File: config.mk
export PLATFORM = sky130hd
export DESIGN_NAME = canvas_port_scheduler_flat
export DESIGN_NICKNAME = d
export VERILOG_FILES = /design/src/rtl/canvas_port_scheduler_if.sv /design/src/rtl/canvas_port_scheduler.sv /design/src/flat_wrapper.sv
export SDC_FILE = /design/constraint.sdc
export NUM_CORES = 1
export LEC_CHECK = 0
export ABC_AREA = 1
export CAP_MARGIN = 30
export CORE_AREA = 5 5 65 79
export CTS_CLUSTER_DIAMETER = 80
export DETAILED_ROUTE_END_ITERATION = 8
export DIE_AREA = 0 0 70 84
export PLACE_DENSITY = 0.81
export SETUP_SLACK_MARGIN = 0.3
export SLEW_MARGIN = 20
export SYNTH_ARGS = -nofsm -noshare
export SYNTH_HDL_FRONTEND = slang
export SYNTH_SLANG_ARGS = --single-unit
File: constraint.sdc
create_clock -name clk -period 3.8 [get_ports clk]
set_clock_uncertainty 0.05 [all_clocks]
set_input_delay 0.76 -clock clk [delete_from_list [all_inputs] [get_ports clk]]
set_output_delay 0.76 -clock clk [all_outputs]
set_load 0.01 [all_outputs]
File: src/rtl/canvas_port_scheduler_if.sv
// Bundles the requester handshakes and the canvas BRAM port of the port scheduler.
// The master side is the requesters plus the BRAM model, and the slave side is the scheduler.
// The modports only fix signal direction; they add no logic or latency.
interface canvas_port_scheduler_if #(
    parameter int ADDR_W = 10
);
    logic              clear_req;
    logic              clear_busy;
    logic              draw_valid;
    logic [ADDR_W-1:0] draw_addr;
    logic              draw_data;
    logic              draw_ready;
    logic              win_en;
    logic [4:0]        win_x;
    logic [4:0]        win_y;
    logic              rd_valid;
    logic [ADDR_W-1:0] rd_addr;
    logic              rd_ready;
    logic              rd_data_valid;
    logic              rd_data;
    logic [ADDR_W-1:0] mem_addr;
    logic              mem_we;
    logic              mem_wdata;
    logic              mem_rdata;

    modport master (
        output clear_req, draw_valid, draw_addr, draw_data, win_en, win_x, win_y,
               rd_valid, rd_addr, mem_rdata,
        input  clear_busy, draw_ready, rd_ready, rd_data_valid, rd_data,
               mem_addr, mem_we, mem_wdata
    );

    modport slave (
        input  clear_req, draw_valid, draw_addr, draw_data, win_en, win_x, win_y,
               rd_valid, rd_addr, mem_rdata,
        output clear_busy, draw_ready, rd_ready, rd_data_valid, rd_data,
               mem_addr, mem_we, mem_wdata
    );
endinterface

File: src/rtl/canvas_port_scheduler.sv
// Shares the single canvas BRAM port between the clear sweep, the stroke writer and the reader.
// Latency: the memory command is registered one cycle after the grant, and read data returns two cycles after it is accepted.
// Backpressure: the ready signals are combinational, a clear blocks both requesters, and the reader is forced through after STARVE_LIMIT lost cycles.
module canvas_port_scheduler #(
    parameter int ADDR_W       = 10,
    parameter int CELLS        = 1024,
    parameter int STARVE_LIMIT = 8
) (
    input  logic                    clk,
    input  logic                    rst_n,
    canvas_port_scheduler_if.slave  bus
);
    localparam int SW = $clog2(STARVE_LIMIT + 1);

    typedef enum logic {IDLE = 1'b0, CLEAR = 1'b1} state_t;

    state_t            state_q, state_d;
    logic [ADDR_W-1:0] cnt_q, cnt_d;
    logic [SW-1:0]     starve_q, starve_d;
    logic [ADDR_W-1:0] mem_addr_q, mem_addr_d;
    logic              mem_we_q, mem_we_d;
    logic              mem_wdata_q, mem_wdata_d;
    logic              rd_pipe_q, rd_pipe_d;
    logic              rd_data_valid_q, rd_data_valid_d;
    logic              clear_busy_q, clear_busy_d;
    logic              draw_gnt, rd_gnt, win_miss;

    // A stroke outside the edit window is accepted but turned into a no-op.
    assign win_miss = bus.win_en &
                      ((bus.draw_addr[4:0] != bus.win_x) | (bus.draw_addr[9:5] != bus.win_y));

    // Decide the grant and next memory command. A clear request overrides everything.
    always_comb begin
        state_d         = state_q;
        cnt_d           = cnt_q;
        starve_d        = starve_q;
        mem_addr_d      = mem_addr_q;
        mem_we_d        = 1'b0;
        mem_wdata_d     = mem_wdata_q;
        rd_pipe_d       = 1'b0;
        draw_gnt        = 1'b0;
        rd_gnt          = 1'b0;
        if (bus.clear_req) begin
            // Start or restart the sweep. The top cell is written in the first busy cycle.
            state_d     = CLEAR;
            cnt_d       = ADDR_W'(CELLS - 1);
            mem_addr_d  = ADDR_W'(CELLS - 1);
            mem_we_d    = 1'b1;
            mem_wdata_d = 1'b0;
        end else if (state_q == CLEAR) begin
            // cnt_q is the address being written this cycle. Stop after cell 0.
            if (cnt_q == '0) begin
                state_d = IDLE;
            end else begin
                cnt_d       = cnt_q - 1'b1;
                mem_addr_d  = cnt_q - 1'b1;
                mem_we_d    = 1'b1;
                mem_wdata_d = 1'b0;
            end
        end else begin
            if (bus.draw_valid && bus.rd_valid) begin
                rd_gnt   = (starve_q == SW'(STARVE_LIMIT));
                draw_gnt = !rd_gnt;
            end else begin
                draw_gnt = bus.draw_valid;
                rd_gnt   = bus.rd_valid;
            end
            if (draw_gnt) begin
                mem_addr_d  = bus.draw_addr;
                mem_wdata_d = bus.draw_data;
                mem_we_d    = !win_miss;
            end
            if (rd_gnt) begin
                mem_addr_d = bus.rd_addr;
                rd_pipe_d  = 1'b1;
            end
        end
        // The count only grows while the reader loses to a draw. It holds during a clear.
        if (!bus.rd_valid || rd_gnt) begin
            starve_d = '0;
        end else if (draw_gnt) begin
            starve_d = starve_q + SW'(1);
        end
        rd_data_valid_d = rd_pipe_q;
        clear_busy_d    = (state_d == CLEAR);
    end

    // State and registered outputs. Reset drops the sweep and any reads in flight.
    always_ff @(posedge clk or negedge rst_n) begin
        if (!rst_n) begin
            state_q         <= IDLE;
            cnt_q           <= '0;
            starve_q        <= '0;
            mem_addr_q      <= '0;
            mem_we_q        <= 1'b0;
            mem_wdata_q     <= 1'b0;
            rd_pipe_q       <= 1'b0;
            rd_data_valid_q <= 1'b0;
            clear_busy_q    <= 1'b0;
        end else begin
            state_q         <= state_d;
            cnt_q           <= cnt_d;
            starve_q        <= starve_d;
            mem_addr_q      <= mem_addr_d;
            mem_we_q        <= mem_we_d;
            mem_wdata_q     <= mem_wdata_d;
            rd_pipe_q       <= rd_pipe_d;
            rd_data_valid_q <= rd_data_valid_d;
            clear_busy_q    <= clear_busy_d;
        end
    end

    assign bus.draw_ready    = draw_gnt;
    assign bus.rd_ready      = rd_gnt;
    assign bus.clear_busy    = clear_busy_q;
    assign bus.mem_addr      = mem_addr_q;
    assign bus.mem_we        = mem_we_q;
    assign bus.mem_wdata     = mem_wdata_q;
    assign bus.rd_data_valid = rd_data_valid_q;
    // BRAM output is already in its return cycle, so it is gated by the valid flag.
    assign bus.rd_data       = rd_data_valid_q & bus.mem_rdata;
endmodule
File: src/flat_wrapper.sv
// flat-port wrapper written by rule: the top's interface ports become plain ports
module canvas_port_scheduler_flat 
#(
    parameter int ADDR_W       = 10,
    parameter int CELLS        = 1024,
    parameter int STARVE_LIMIT = 8
)
  (clk, rst_n, bus_clear_req, bus_draw_valid, bus_draw_addr, bus_draw_data, bus_win_en, bus_win_x, bus_win_y, bus_rd_valid, bus_rd_addr, bus_mem_rdata, bus_clear_busy, bus_draw_ready, bus_rd_ready, bus_rd_data_valid, bus_rd_data, bus_mem_addr, bus_mem_we, bus_mem_wdata);
  canvas_port_scheduler_if #(.ADDR_W(ADDR_W)) bus_i ();
  input  logic clk;
  input  logic rst_n;
  input wire logic [$bits(bus_i.clear_req)-1:0] bus_clear_req;
  input wire logic [$bits(bus_i.draw_valid)-1:0] bus_draw_valid;
  input wire logic [$bits(bus_i.draw_addr)-1:0] bus_draw_addr;
  input wire logic [$bits(bus_i.draw_data)-1:0] bus_draw_data;
  input wire logic [$bits(bus_i.win_en)-1:0] bus_win_en;
  input wire logic [$bits(bus_i.win_x)-1:0] bus_win_x;
  input wire logic [$bits(bus_i.win_y)-1:0] bus_win_y;
  input wire logic [$bits(bus_i.rd_valid)-1:0] bus_rd_valid;
  input wire logic [$bits(bus_i.rd_addr)-1:0] bus_rd_addr;
  input wire logic [$bits(bus_i.mem_rdata)-1:0] bus_mem_rdata;
  output wire logic [$bits(bus_i.clear_busy)-1:0] bus_clear_busy;
  output wire logic [$bits(bus_i.draw_ready)-1:0] bus_draw_ready;
  output wire logic [$bits(bus_i.rd_ready)-1:0] bus_rd_ready;
  output wire logic [$bits(bus_i.rd_data_valid)-1:0] bus_rd_data_valid;
  output wire logic [$bits(bus_i.rd_data)-1:0] bus_rd_data;
  output wire logic [$bits(bus_i.mem_addr)-1:0] bus_mem_addr;
  output wire logic [$bits(bus_i.mem_we)-1:0] bus_mem_we;
  output wire logic [$bits(bus_i.mem_wdata)-1:0] bus_mem_wdata;
  assign bus_i.clear_req = bus_clear_req;
  assign bus_i.draw_valid = bus_draw_valid;
  assign bus_i.draw_addr = bus_draw_addr;
  assign bus_i.draw_data = bus_draw_data;
  assign bus_i.win_en = bus_win_en;
  assign bus_i.win_x = bus_win_x;
  assign bus_i.win_y = bus_win_y;
  assign bus_i.rd_valid = bus_rd_valid;
  assign bus_i.rd_addr = bus_rd_addr;
  assign bus_i.mem_rdata = bus_mem_rdata;
  assign bus_clear_busy = bus_i.clear_busy;
  assign bus_draw_ready = bus_i.draw_ready;
  assign bus_rd_ready = bus_i.rd_ready;
  assign bus_rd_data_valid = bus_i.rd_data_valid;
  assign bus_rd_data = bus_i.rd_data;
  assign bus_mem_addr = bus_i.mem_addr;
  assign bus_mem_we = bus_i.mem_we;
  assign bus_mem_wdata = bus_i.mem_wdata;
  canvas_port_scheduler #(.ADDR_W(ADDR_W), .CELLS(CELLS), .STARVE_LIMIT(STARVE_LIMIT)) u_core (.clk(clk), .rst_n(rst_n), .bus(bus_i));
endmodule
==> flow_metrics.tcl <==
set metrics [dict create \
    power_density_mw_per_mm2 273 \
    wirelength_mm 4.77 \
    grt_pass1_wl_mm 8.11 \
    final_area_mm2 0.00249 \
    syn_inst 261 \
    fmax_mhz 299 \
    cts_buffers 5 \
    dieArea_mm2 0.00588 \
    setup_tns_ns 0 \
    finalSetupViolCount 0 \
    finalMaxSlewViolations 0 \
    rsz0062_at_grt "false" \
    io_buffer_count 54 \
    grt_max_degree 30 \
    io_pins 55 \
    clock_latency_ns 0.28 \
    drtIter0Drc 106 \
    fin_nets 360 \
    worstMarginPinSlew_ns 0.587 \
    die_h_um 84 \
    fill_cells 417 \
    first_global_vias 1855 \
    route.detailed.drc 0 \
    cts.hold.buffers_added 0 \
    ant_nets 0 \
    end_kind "output port" \
    critical_path.max_fanout 6 \
    hold_class "flop to flop" \
    ys_top_cells_by_area "dfrtp_1 (40%), nand2_1 (16%), o21ai_0 (9.7%)" \
    leakage_uw 0.00116 \
    synth_top_area_cell "dfrtp_1" \
    h-tree-depth 2 \
    cts_num_sinks 29 \
    critical_path_class "input port to output port" \
    viasPerCell 5.02 \
    total_power_uw 680 \
    syn_nets 302 \
    yosysWarnings 0 \
    dp_hpwl_mm 3.80 \
    synthDistinctLibCells 23 \
    dr.pass1.iters 4 \
    finalCritPeriodShare_pct 87.9 \
    area.growth.synth_to_final_pct 37.9 \
    post-route-util_pct 56.7 \
    wire_per_inst_um 12.7 \
    path_clk_slew_ns 0.06 \
    clockRootBuffer "clkbuf_8" \
    rows 27 \
    place.gp.congestion 0.901 \
    diodes 0 \
    antenna_found_initial 0 \
    start_util_pct 41.1 \
    cp-start-kind "input port" \
    hold_viol 0 \
    yosysTopAreaCellShare_pct 40.2 \
    cts_buffer_depth 2 \
    cts_tree "yes" \
    via_count 1892 \
    syn_area_per_cell_um2 6.92 \
    core-area_mm2 0.00439 \
    slew_headroom_pct 60.8 \
    grt_overflow 0 \
    synth-seq-area-share_pct 40.2 \
    status "finished clean" \
    worstPathArrival_ns 2.53 \
    cap_violations 0 \
    ir_drop_uv 167 \
    syn_area_mm2 0.00181 \
    die_w_um 70 \
    drive_above_1_share_pct 7.52 \
    place_area_mm2 0.00240 \
    finalCriticalPeriod_ns 3.34 \
    grt.total_usage_pct 17.1 \
    ys_ff_latch 29 \
    cp.required_ns 2.99 \
]
-- power by group --
| part | internal (uW) | switching (uW) | total, uW |
|---|---|---|---|
| Combinational | 58.9 | 51.2 | 110 |
| Sequential | 317 | 5.34 | 323 |
| Clock | 143 | 104 | 247 |
-- per-layer routing --
layer	up-vias	wire length, um	global-route usage (%)
met5	-	0	0
met4	0	159	8.89
met3	15	341	4.58
met2	79	2420	30.5
met1	848	1850	18.1
li1	950	-	-
-- sequential cells by signal (all words and copies together) (netlist names) --
name and count:
u_core.bus.rd_data_valid 1, u_core.state_q 1, u_core.bus.mem_addr 10, u_core.cnt_q 10, u_core.rd_data_valid_d 1, u_core.starve_q 4, u_core.bus.mem_we 1, u_core.bus.mem_wdata 1
-- cell usage after synthesis (all sizes together) --
master	n
nand3	19
xnor2	2
xor2	3
clkbuf	1
nand4	2
nand2	78
buf	5
nand3b	1
inv	35
nor3	1
ha	3
o21ai	39
o22ai	5
nor2	28
dfrtp	29
a21oi	10
-- cells by family after synthesis --
logic type                 count (synthesis)  share of synthesized area [%]
DFF                                       29                           40.2
AOI/OAI and AO/OA                         54                           15.9
adders and majority gates                  3                           2.08
and+or+nand+nor                          129                           30.0
buffers and inverters                     41                           9.35
xor gates and xnor gates                   5                           2.43
-- worst paths after layout --
| path | from | end | slack (ns) | cells past startpoint |
|---|---|---|---|---|
| worst max-delay path | bus_rd_valid | bus_draw_ready | 0.46 | 8 |
| worst min-delay path | u_core.rd_data_valid_d | u_core.bus.rd_data_valid | 0.30 | 0 |
| worst max register to register | u_core.cnt_q[0] | u_core.cnt_q[1] | 1.78 | 9 |
| worst min register to register | u_core.rd_data_valid_d | u_core.bus.rd_data_valid | 0.30 | 0 |
| max in group asynchronous | rst_n | u_core.bus.mem_addr[7] | 2.61 | 2 |
| min in group asynchronous | rst_n | u_core.bus.mem_wdata | 0.82 | 2 |
-- layout make-up --
class | instances | area, um^2 | share of cell area, %
Timing Repair Buffer | 57 | 563 | 22.6
Multi-Input combinational cell | 191 | 911 | 36.6
Clock buffer | 7 | 86.3 | 3.47
Sequential cell | 29 | 726 | 29.1
Tap cell | 58 | 72.6 | 2.91
Inverter | 35 | 131 | 5.28
-- cell usage in the layout, fill, tap and decap left out, drive strengths merged --
| master | Yosys | final |
|---|---|---|
| nand2 | 78 | 78 |
| buf | 5 | 3 |
| a21oi | 10 | 10 |
| xor2 | 3 | 3 |
| nand3b | 1 | 1 |
| o22ai | 5 | 5 |
| dfrtp | 29 | 29 |
| nand3 | 19 | 19 |
| inv | 35 | 35 |
| clkbuf | 1 | 7 |
| xnor2 | 2 | 2 |
| o21ai | 39 | 39 |
| nor3 | 1 | 1 |
| nand4 | 2 | 2 |
| nor2 | 28 | 28 |
| ha | 3 | 3 |
| clkdlybuf4s50 | 0 | 54 |
-- critical path, cell delays in order --
cell             delay (ns)
clkdlybuf4s50_1        0.57
nand2_1                0.07
inv_1                  0.05
nand2_1                0.10
o21ai_1                0.16
nand3_1                0.14
inv_1                  0.13
clkdlybuf4s50_1        0.55
-- what timing repair did --
item,CTS,global route
setup buffers,0,0
resized for setup,0,1
setup endpoints to repair,0,1
-- per-stage QoR --
step / hold WS (ns) / cells / setup slack, ns
after floorplan: 0.281 / 261 / 1.59
after global placement: 0.284 / 370 / 0.576
after detailed placement: 0.288 / 370 / 0.488
after CTS: 0.301 / 377 / 0.485
after global routing: 0.314 / 377 / 0.326
final: 0.299 / 377 / 0.460
(Power assumes the default switching activity.)
